<file path="config.mk">
export PLATFORM = sky130hd
export DESIGN_NAME = bus_src_arb
export DESIGN_NICKNAME = d
export VERILOG_FILES = /design/src/rtl/bus_src_arb.sv
export SDC_FILE = /design/constraint.sdc
export NUM_CORES = 1
export LEC_CHECK = 0
export BUFFER_PORTS_ARGS = -buffer_cell sky130_fd_sc_hd__clkbuf_2
export CORE_MARGIN = 10
export CORE_UTILIZATION = 39
export CTS_BUF_LIST = sky130_fd_sc_hd__clkbuf_16
export DETAILED_ROUTE_END_ITERATION = 10
export GPL_TIMING_DRIVEN = 1
export PLACE_DENSITY = 0.88
export REMOVE_ABC_BUFFERS = 1
export SLEW_MARGIN = 10
export SYNTH_ARGS = -nofsm -noshare
export SYNTH_HDL_FRONTEND = slang
export SYNTH_SLANG_ARGS = --single-unit
export TNS_END_PERCENT = 1
</file>
<file path="constraint.sdc">
create_clock -name clk -period 2.3 [get_ports clk]
set_input_delay 0.115 -clock clk [delete_from_list [all_inputs] [get_ports clk]]
set_output_delay 0.115 -clock clk [all_outputs]
set_load 0.01 [all_outputs]
</file>
<file path="src/rtl/bus_src_arb.sv">
// bus_src_arb: selects one of SRCS source channels onto a registered output bus
// with a valid/ready handshake. Selection is explicit (sel) or, when the macro
// BUS_SRC_ARB_RR_EN is defined, optionally round-robin among valid sources.
// Without BUS_SRC_ARB_RR_EN only fixed selection exists and rr_mode is ignored.
module bus_src_arb #(
   parameter int unsigned WIDTH = 8,
   parameter int unsigned SRCS  = 16,
   parameter int unsigned SELW  = 4
) (
   input  logic                    clk,
   input  logic                    rst_n,
   input  logic [SRCS*WIDTH-1:0]   src_data,
   input  logic [SRCS-1:0]         src_valid,
   output logic [SRCS-1:0]         src_ready,
   input  logic [SELW-1:0]         sel,
   input  logic                    rr_mode,
   output logic [WIDTH-1:0]        bus_data,
   output logic                    bus_valid,
   input  logic                    bus_ready,
   output logic [SELW-1:0]         bus_src
);

   logic            load_en;
   logic            xfer_in;
   logic            fix_vld;
   logic [SELW-1:0] fix_idx;
   logic            gnt_vld;
   logic [SELW-1:0] gnt_idx;
   logic [WIDTH-1:0] gnt_data;

   // Output register can take a new beat when empty or draining this cycle.
   assign load_en = !bus_valid || bus_ready;
   assign xfer_in = gnt_vld && load_en;

   // Fixed-mode grant: out-of-range sel matches no source, so it yields no grant.
   always_comb begin
      fix_vld = 1'b0;
      fix_idx = '0;
      for (int unsigned i = 0; i < SRCS; i++) begin
         if (sel == SELW'(i) && src_valid[i]) begin
            fix_vld = 1'b1;
            fix_idx = SELW'(i);
         end
      end
   end

`ifdef BUS_SRC_ARB_RR_EN
   logic [SELW-1:0] ptr_q;
   logic [SELW-1:0] ptr_nxt;
   logic            hi_vld;
   logic [SELW-1:0] hi_idx;
   logic            lo_vld;
   logic [SELW-1:0] lo_idx;

   // Cyclic search from ptr: lowest valid index >= ptr, else lowest valid overall.
   always_comb begin
      hi_vld = 1'b0;
      hi_idx = '0;
      lo_vld = 1'b0;
      lo_idx = '0;
      for (int i = int'(SRCS) - 1; i >= 0; i--) begin
         if (src_valid[i]) begin
            lo_vld = 1'b1;
            lo_idx = SELW'(i);
            if (SELW'(i) >= ptr_q) begin
               hi_vld = 1'b1;
               hi_idx = SELW'(i);
            end
         end
      end
   end

   // Mode mux between round-robin and fixed grant.
   always_comb begin
      gnt_vld = fix_vld;
      gnt_idx = fix_idx;
      if (rr_mode) begin
         gnt_vld = hi_vld || lo_vld;
         gnt_idx = hi_vld ? hi_idx : lo_idx;
      end
   end

   assign ptr_nxt = (gnt_idx == SELW'(SRCS - 1)) ? '0 : gnt_idx + SELW'(1);

   // Pointer advances past the granted source only on RR transfers; kept otherwise.
   always_ff @(posedge clk or negedge rst_n) begin
      if (!rst_n) begin
         ptr_q <= '0;
      end else if (xfer_in && rr_mode) begin
         ptr_q <= ptr_nxt;
      end
   end
`else
   logic unused_rr_mode;
   assign unused_rr_mode = rr_mode;
   assign gnt_vld        = fix_vld;
   assign gnt_idx        = fix_idx;
`endif

   // Data of the granted source; src_ready never depends on this path.
   always_comb begin
      gnt_data = '0;
      for (int unsigned i = 0; i < SRCS; i++) begin
         if (gnt_idx == SELW'(i)) begin
            gnt_data = src_data[i*WIDTH +: WIDTH];
         end
      end
   end

   // One-hot ready to the granted source; forced low while reset is asserted.
   always_comb begin
      src_ready = '0;
      if (rst_n && xfer_in) begin
         for (int unsigned i = 0; i < SRCS; i++) begin
            if (gnt_idx == SELW'(i)) begin
               src_ready[i] = 1'b1;
            end
         end
      end
   end

   // Output stage: load replaces any draining beat; data/src hold while empty.
   always_ff @(posedge clk or negedge rst_n) begin
      if (!rst_n) begin
         bus_valid <= 1'b0;
         bus_data  <= '0;
         bus_src   <= '0;
      end else if (xfer_in) begin
         bus_valid <= 1'b1;
         bus_data  <= gnt_data;
         bus_src   <= gnt_idx;
      end else if (bus_ready) begin
         bus_valid <= 1'b0;
      end
   end

endmodule

</file>
==> run summary, run 1 <==
FILL cells: 489
HP Class: in -> async
routability-driven placement congestion ratio: 1.00
vias in the first global route: 3603
final period utilization: 0.933
slew of the pin with the lowest slew margin: 0.525 ns
via/cell ratio: 6.24
worst path arrival time: 2.03 ns
MaxCap Viol Count: 0
Multi-input gate area: 1640 sq um
Max stage delay on crit path: 0.39 ns
cell row count: 26
number of DRC markers in iteration 0: 294
# port buffers: 179
Final ANT Viol Nets: 0
final setup fails: 0
Max Fclk: 0.466 GHz
DR DRC count: 0
crit-path most repeated cell: clkbuf_2
status: finished, final reports clean
startpoint types: primary input
Crit path max-delay family: simple AND/OR/NAND/NOR gates
router iterations before antenna repair: 5
Max transition margin: 0.650
Leak: 1.77 nW
initial antenna violation count: 0
total core area: 5140 sq um
CP Class: in -> out
Synth Instances: 298
chip width: 93 um
ordered list of cells on the worst path: clkbuf_2, buf_4, or3b_1, a2bb2oi_1, nor4b_4, a31oi_4, nand2_2, nor2_1, clkbuf_2
yosys warns: 0
clock buffer depth: 2
initial core utilization: 0.404
Register Area: 325 sq um
PnR Total Power: 1.38 mW
Final HPWL DP: 10600 um
Inserted Clock Buffers: 3
CTS tree: done
placed cells: 561
Pwr Density: 411 nW/um^2
drt total wl: 12400 um
Avg Inst Size Synth: 6.97 sq um
Root Driver: clkbuf_16
Post-CTS Setup Bufs: 0
WL/cell: 21.9 um
final net count: 649
number of flops mapped to enable cells by yosys: 0
ys async rst share: 1.00
Area Growth Syn to Fin: 61.5%
CP max FO: 14
clk_skew: 0.00148 ns
layout cells sized above 1: 0.482
H-tree depth: 1
total number of vias: 3530
DIE AREA: 8650 sq um
Ports: 181
GR Util All Layers: 0.267
clk sinks: 13
Seq/Total Area, Yosys: 0.157
Worst-Skew Late Latency: 0.24 ns
WP data required: 2.18 ns
first-pass GRT wire length: 18700 um
total grt overflow: 0
Finished Layout Cells: 566
crit path buf inv count: 3
Hold Vio Cnt, Final: 0
#FFs+latches synth: 13
Unique masters post-synth: 55
Critical Path End Type: output port
Die Y: 93 um
Slew Limit Fails: 0
maximum vdd drop: 0.457 mV
slowest CP cell: or3b_1
clock slew at reported path FFs: 0.04 ns
ys flop type: dfrtp_1
Syn Std Cell Area: 2080 sq um
minimum clock period: 2.15 ns
pin count of the biggest net entering global routing: 15
Antenna diodes: 0
unrepaired setup endpoints after global routing: no
==> repair_timing <==
item                                    in CTS  in global routing
hold endpoints to repair                    13                  0
hold buffers                                 1                  0
resized for setup                            1                  3
endpoints found under the setup margin      14                 15
==> logic make-up (layout without fill, tap and decap cells) <==
logic type,count (synthesis),count (layout),share of synthesized area
flops,13,13,0.157
mux,12,12,0.0632
simple gates,130,130,0.324
compound gates,114,114,0.392
buf+inv,29,227,0.0644
==> per-layer routing <==
| layer | GRT usage | vias up | routed length [um] |
|---|---|---|---|
| li1 | - | 1575 | - |
| met1 | 0.300 | 1632 | 4510 |
| met2 | 0.471 | 282 | 5930 |
| met3 | 0.0735 | 41 | 1480 |
| met4 | 0.0938 | 0 | 456 |
| met5 | 0 | - | 0 |
==> cells in the final DEF, fill, tap and decap left out, types with 3 or more instances in the layout <==
cell	instances
buf_4	42
a221oi_1	4
clkbuf_2	179
a221o_1	4
a22oi_1	17
nor3b_1	3
a21oi_1	20
o221ai_1	5
a31oi_1	5
dfrtp_1	13
nor2b_1	4
nand2_1	18
o211ai_1	3
nand4_1	4
mux2i_1	6
o21ai_0	17
mux2_2	5
clkbuf_16	3
o22ai_1	11
a222oi_1	4
nor3_1	8
nor2_1	35
and3_1	20
a22o_1	4
nand3_1	22
==> worst register-to-register path: stages, from the launching register on <==
cell,delay (ns)
dfrtp_1,0.37
nor2b_1,0.17
a31oi_4,0.25
and3_1,0.24
buf_4,0.12
nand3_1,0.05
o21ai_0,0.21
==> cell type report <==
class / instances / area share
multi-input combinational: 256 / 0.489
timing repair buffer: 222 / 0.364
sequential: 13 / 0.0969
tap: 70 / 0.0261
clock buffer: 3 / 0.0224
clock inverter: 1 / 0.00112
inverter: 1 / 0.00112
==> state kept, by name (all words and copies together), names as in the netlist <==
| register | count |
|---|---|
| bus_src | 4 |
| bus_valid | 1 |
| bus_data | 8 |
==> final timing paths <==
check,from,end,slack [ns],cells past startpoint
min reg2reg,bus_src[2]$_DFFE_PN0P_,bus_src[2]$_DFFE_PN0P_,0.54,2
max,sel[0],src_ready[2],0.15,9
max reg2reg,bus_valid$_DFFE_PN0P_,bus_data[3]$_DFFE_PN0P_,0.79,6
min in group clk,src_data[90],bus_data[2]$_DFFE_PN0P_,0.22,3
min,rst_n,bus_data[5]$_DFFE_PN0P_,0.22,2
max in group asynchronous,rst_n,bus_data[1]$_DFFE_PN0P_,1.69,3
==> metrics by stage <==
| step | util | worst slack (ns) | TNS [ns] | hold WS (ns) | instance area, sq um |
|---|---|---|---|---|---|
| after CTS | 0.651 | 0.0776 | 0 | 0.218 | 3340 |
| after global placement | 0.633 | -0.0521 | -0.140 | -0.0762 | 3250 |
| after detailed placement | 0.633 | -0.0764 | -0.225 | -0.0786 | 3250 |
| after floorplan | - | -0.802 | -16.30 | -0.181 | 1950 |
| final | 0.653 | 0.153 | 0 | 0.220 | 3360 |
| after global routing | 0.653 | 0.0154 | 0 | 0.234 | 3360 |
==> cell usage after synthesis (2+ instances only) <==
| cell | count | share of area |
|---|---|---|
| o22ai_1 | 11 | 0.033 |
| dfrtp_1 | 13 | 0.16 |
| buf_4 | 4 | 0.014 |
| nor3_1 | 8 | 0.019 |
| a2111oi_1 | 2 | 0.0096 |
| o211ai_1 | 3 | 0.011 |
| nor2b_1 | 5 | 0.015 |
| o221ai_1 | 5 | 0.021 |
| a221o_1 | 4 | 0.019 |
| nor2_1 | 35 | 0.063 |
| nand4_1 | 4 | 0.012 |
| a22oi_1 | 17 | 0.061 |
| a222oi_1 | 4 | 0.019 |
| nand2_1 | 19 | 0.034 |
| o21ai_0 | 17 | 0.041 |
| a21oi_1 | 20 | 0.048 |
| clkbuf_1 | 16 | 0.029 |
| a211o_1 | 2 | 0.0084 |
| nor4_1 | 2 | 0.0060 |
| and3_1 | 21 | 0.063 |
| and2_1 | 2 | 0.0060 |
| nor3b_1 | 3 | 0.011 |
| mux2_2 | 5 | 0.027 |
| a22o_1 | 4 | 0.017 |
| nand3_1 | 22 | 0.053 |
| a31oi_1 | 6 | 0.018 |
| mux2i_1 | 6 | 0.029 |
| buf_2 | 8 | 0.019 |
| a221oi_1 | 4 | 0.017 |
==> power breakdown <==
part	total (mW)	leakage (nW)	switching (mW)	internal, mW
clock network	0.324	0.0423	0.0950	0.229
logic	0.698	1.58	0.362	0.336
registers	0.356	0.152	0.0475	0.309
Power figures use the tool's default switching activity.
==> run 2, diff against run 1 <==
- PLACE_DENSITY: 0.88 -> 0.87
==> run summary, run 2 (synthesis gave the netlist of run 1 again) <==
status: finished, final reports clean
GR Util All Layers: 0.262 (-0.00440)
Final ANT Viol Nets: 0 (unchanged)
Final HPWL DP: 10500 um (-0.42%)
clk_skew: 0.00239 ns (+0.000916 ns)
Ports: 181 (unchanged)
pre-CTS setup slack: -0.0527 ns (+0.0237 ns)
Max transition margin: 0.693 (+0.0438)
# port buffers: 179 (unchanged)
layout cells sized above 1: 0.471 (-0.0104)
CP Class: in -> out
cell row count: 26 (unchanged)
startpoint types: primary input
drt total wl: 12300 um (-0.86%)
WP data required: 2.18 ns (about the same)
Antenna diodes: 0 (unchanged)
pin count of the biggest net entering global routing: 16 (+1)
Hold Vio Cnt, Final: 0 (unchanged)
reg2reg setup slack: 0.81 ns (+0.02 ns)
CP max FO: 6 (-8)
minimum clock period: 2.23 ns (+0.0855 ns)
length in cells of the worst reg-to-reg path: 6 (unchanged)
FILL cells: 482 (-1.4%)
final period utilization: 0.970 (+0.0372)
maximum vdd drop: 0.409 mV (-10%)
chip width: 93 um (unchanged)
initial core utilization: 0.404 (unchanged)
Post-CTS Setup Bufs: 0 (unchanged)
commonest non-fill, non-tap cell in the layout: clkbuf_2
MaxCap Viol Count: 0 (unchanged)
router iterations before antenna repair: 5 (unchanged)
worst setup path endpoint: src_ready[0]
first-pass GRT wire length: 18400 um (-1.8%)
slew of the pin with the lowest slew margin: 0.459 ns (-0.0657 ns)
total number of vias: 3392 (-3.9%)
via/cell ratio: 6.06 (-2.9%)
Fin Hold WS: 0.217 ns (-0.00283 ns)
most frequent cells in the layout: clkbuf_2, nor2_1, buf_4
Slew Limit Fails: 0 (unchanged)
clock buffer depth: 2 (unchanged)
final cell utilization of the core: 0.646 (-0.00706)
Die Y: 93 um (unchanged)
H-tree depth: 1 (unchanged)
Worst-Skew Late Latency: 0.24 ns (about the same)
vias in the first global route: 3485 (-3.3%)
Largest regs: bus_data (8), bus_src (4), bus_valid (1)
Leak: 1.75 nW (-1.3%)
Register Area: 325 sq um (unchanged)
Pwr Density: 409 nW/um^2 (-0.46%)
clk sinks: 13 (unchanged)
Max Fclk: 0.448 GHz (-3.8%)
DIE AREA: 8650 sq um (unchanged)
final net count: 643 (-0.92%)
WL/cell: 21.9 um (+0.21%)
CP Launch Point: sel[0]
Area Growth Syn to Fin: 59.8%
clock slew at reported path FFs: 0.04 ns (about the same)
Multi-input gate area: 1640 sq um (-0.23%)
max reg flops: 8 (unchanged)
CTS tree: done
final setup margin: 0.0679 ns (-0.0855 ns)
Root Driver: clkbuf_16
worst flop-to-flop path endpoint: bus_data[4]$_DFFE_PN0P_
routability-driven placement congestion ratio: 1.03 (+2.6%)
worst r2r src: bus_valid$_DFFE_PN0P_
total grt overflow: 0 (unchanged)
total core area: 5140 sq um (unchanged)
initial antenna violation count: 0 (unchanged)
worst path arrival time: 2.12 ns (+0.09 ns)
Critical Path End Type: output port
Fin Setup TNS: 0 ns (unchanged)
final setup fails: 0 (unchanged)
Inserted Clock Buffers: 3 (unchanged)
DR DRC count: 0 (unchanged)
number of DRC markers in iteration 0: 308 (+4.8%)
Largest Register: bus_data
HP Class: in -> reg
## run 2: cell types whose count changed in the layout (fill, tap and decap cells not counted)
cell	delta
buf_12	+1
and3_2	-1
and3_1	+1
nor2b_2	-1
nor2b_1	+1
buf_4	-7
## run 2: stage by stage
stage	instances	total power [mW]	cell area [sq um]
finish	560	1.36	3320
global route	560	1.44	3320
floorplan	270	0.642	1950
global placement	555	1.02	3220
detailed placement	555	1.03	3220
CTS	560	1.36	3310
## run 2: final cells by class
class / instances / area share
timing repair buffer: 216 / 0.358
clock buffer: 3 / 0.0226
tap: 70 / 0.0264
multi-input combinational: 256 / 0.493
sequential: 13 / 0.0980
clock inverter: 1 / 0.00113
inverter: 1 / 0.00113
## run 2: per-layer routing
metal,share of wire,GRT usage
met3,0.11,0.0687
met5,0,0
met2,0.50,0.480
met4,0.014,0.0617
met1,0.37,0.295
## run 2: critical path, stage by stage
cell,delay [ns]
clkbuf_2,0.14
mux2_2,0.35
a32o_1,0.25
nor4b_4,0.38
and3_1,0.38
buf_4,0.20
and3_1,0.16
clkbuf_2,0.14
## run 2: what timing repair did
item | 4_1_cts | 5_1_grt
gates cloned | 0 | 0
endpoints found under the setup margin | 14 | 14
hold buffers | 1 | 0
resized for setup | 1 | 1
hold endpoints to repair | 13 | 0
## run 2: worst min path at each step
stage	startpoint	to	slack, ns	depth (start not counted)
final	src_data[1]	bus_data[1]$_DFFE_PN0P_	0.22	3
after global routing	src_data[90]	bus_data[2]$_DFFE_PN0P_	0.24	3
after CTS	src_data[1]	bus_data[1]$_DFFE_PN0P_	0.22	3
after detailed placement	rst_n	bus_data[2]$_DFFE_PN0P_	0.11	2
after global placement	rst_n	bus_data[7]$_DFFE_PN0P_	0.11	2
after floorplan	rst_n	bus_data[0]$_DFFE_PN0P_	-0.18	0
## run 2: power breakdown
| group | switching, mW | internal [mW] |
|---|---|---|
| sequential | 0.0438 | 0.308 |
| combinational | 0.352 | 0.328 |
| clock | 0.0960 | 0.229 |
| total | 0.492 | 0.866 |
==> run 3, diff against run 2 <==
==> constraint.sdc (replaced) <==
create_clock -name clk -period 2.3 [get_ports clk]
set_input_delay 0.23 -clock clk [delete_from_list [all_inputs] [get_ports clk]]
set_output_delay 0.23 -clock clk [all_outputs]
set_load 0.01 [all_outputs]
==> run summary, run 3 (synthesis gave the netlist of run 1 again) <==
met1 wire length: 4510 um (-1.6%)
commonest non-fill, non-tap cell in the layout: clkbuf_2
routability-driven placement congestion ratio: 1.03 (+0.83%)
maximum vdd drop: 0.421 mV (+3.0%)
total number of vias: 3557 (+4.9%)
clock buffer depth: 2 (unchanged)
clk sinks: 13 (unchanged)
Finished Layout Cells: 589 (+5.2%)
router iterations before antenna repair: 5 (unchanged)
Area Growth Syn to Fin: 71.6%
number of DRC markers in iteration 0: 308 (unchanged)
Ports: 181 (unchanged)
clock slew at reported path FFs: 0.04 ns (about the same)
Final HPWL DP: 10800 um (+2.8%)
initial core utilization: 0.404 (unchanged)
unrepaired setup endpoints after global routing: yes
# port buffers: 179 (unchanged)
pin count of the biggest net entering global routing: 14 (-2)
final setup margin: 0.0214 ns (-0.0465 ns)
status: finished, final reports clean
most frequent cells in the layout: clkbuf_2, buf_4, nor2_1
slew of the pin with the lowest slew margin: 0.477 ns (+0.0178 ns)
Slew Limit Fails: 0 (unchanged)
initial antenna violation count: 0 (unchanged)
Leak: 1.91 nW (+9.5%)
worst r2r src: bus_valid$_DFFE_PN0P_
startpoint types: primary input
total grt overflow: 0 (unchanged)
minimum clock period: 2.28 ns (+0.0465 ns)
cell row count: 26 (unchanged)
final net count: 672 (+4.5%)
CP max FO: 11 (+5)
Inserted Clock Buffers: 3 (unchanged)
Worst-Skew Late Latency: 0.24 ns (about the same)
HP Class: in -> reg
design area: 3570 sq um (+7.4%)
CTS tree: done
final setup fails: 0 (unchanged)
Largest regs: bus_data (8), bus_src (4), bus_valid (1)
placed cells: 577 (+4.0%)
met2 wire len: 6380 um (+3.0%)
drt total wl: 12700 um (+3.3%)
vias in the first global route: 3541 (+1.6%)
Critical Path End Type: output port
Hold Path Origin: src_data[1]
Die Y: 93 um (unchanged)
CP Launch Point: sel[0]
Hold Vio Cnt, Final: 0 (unchanged)
clk_skew: 0.00152 ns (-0.000875 ns)
Pwr Density: 402 nW/um^2 (-1.5%)
first-pass GRT wire length: 18700 um (+2.1%)
DR DRC count: 0 (unchanged)
final period utilization: 0.991 (+0.0202)
Largest Register: bus_data
GR Util All Layers: 0.269 (+0.00692)
Root Driver: clkbuf_16
Antenna diodes: 0 (unchanged)
WP data required: 2.07 ns (-0.11 ns)
chip width: 93 um (unchanged)
met3 WL: 1440 um (+9.1%)
DIE AREA: 8650 sq um (unchanged)
layout cells sized above 1: 0.513 (+0.0411)
CP Class: in -> out
H-tree depth: 1 (unchanged)
MaxCap Viol Count: 0 (unchanged)
max reg flops: 8 (unchanged)
WL/cell: 21.5 um (-1.8%)
FILL cells: 481 (-0.21%)
worst path arrival time: 2.05 ns (-0.07 ns)
dpl cell area: 3390 sq um (+5.1%)
Max transition margin: 0.682 (-0.0117)
via/cell ratio: 6.04 (-0.30%)
Final ANT Viol Nets: 0 (unchanged)
Highest Signal Layer: met4
total core area: 5140 sq um (unchanged)
Max Fclk: 0.439 GHz (-2.0%)
pre-CTS setup slack: -0.148 ns (-0.0952 ns)
## run 3: per-stage QoR
stage	hold WS [ns]	setup TNS (ns)	total power, mW	utilization
2_1_floorplan	-0.0656	-21.36	0.642	-
4_1_cts	0.336	0	1.40	0.677
3_5_place_dp	0.0650	-0.545	1.07	0.659
6_report	0.331	0	1.44	0.694
3_3_place_gp	0.0652	-0.310	1.06	0.659
5_1_grt	0.373	-0.247	1.52	0.694
## run 3: final timing paths
check	to	slack [ns]	depth (start not counted)
setup / recovery	src_ready[8]	0.02	10
hold / removal	bus_data[1]$_DFFE_PN0P_	0.33	3
setup reg to reg	bus_data[7]$_DFFE_PN0P_	0.67	6
hold reg to reg	bus_data[1]$_DFFE_PN0P_	0.51	2
max in group asynchronous	bus_data[6]$_DFFE_PN0P_	1.52	3
min in group asynchronous	bus_data[4]$_DFFE_PN0P_	0.38	2
## run 3: area by class of cell
class,count,area (sq um),share of cell area
multi-input combinational,256,1650,0.464
timing repair buffer,245,1420,0.397
sequential,13,325,0.0912
tap,70,87.6,0.0246
clock buffer,3,75.1,0.0211
clock inverter,1,3.75,0.00105
inverter,1,3.75,0.00105
## run 3: worst max-delay path, stage by stage
cell,delay (ns)
buf_4,0.14
buf_6,0.14
or3b_4,0.39
a2bb2oi_2,0.17
nor4b_4,0.14
a31oi_2,0.28
nand2_1,0.12
buf_4,0.19
nor2_1,0.10
buf_2,0.15
## run 3: layer usage
layer  up-vias  global-route usage
met1      1642               0.309
met3        34              0.0639
met4         0              0.0694
li1       1624                   -
met5         -                   0
met2       257               0.486
## run 3: what timing repair did
action	CTS	global route
pin swaps	2	5
setup buffers	0	7
setup endpoints to repair	1	16
hold buffers	1	0
endpoints found under the hold margin	2	0
gates resized for setup	2	23
## run 3: where the power goes
| part | internal [mW] | switching (mW) | total, mW |
|---|---|---|---|
| combinational | 0.391 | 0.370 | 0.761 |
| sequential | 0.308 | 0.0432 | 0.351 |
| clock | 0.229 | 0.0939 | 0.323 |
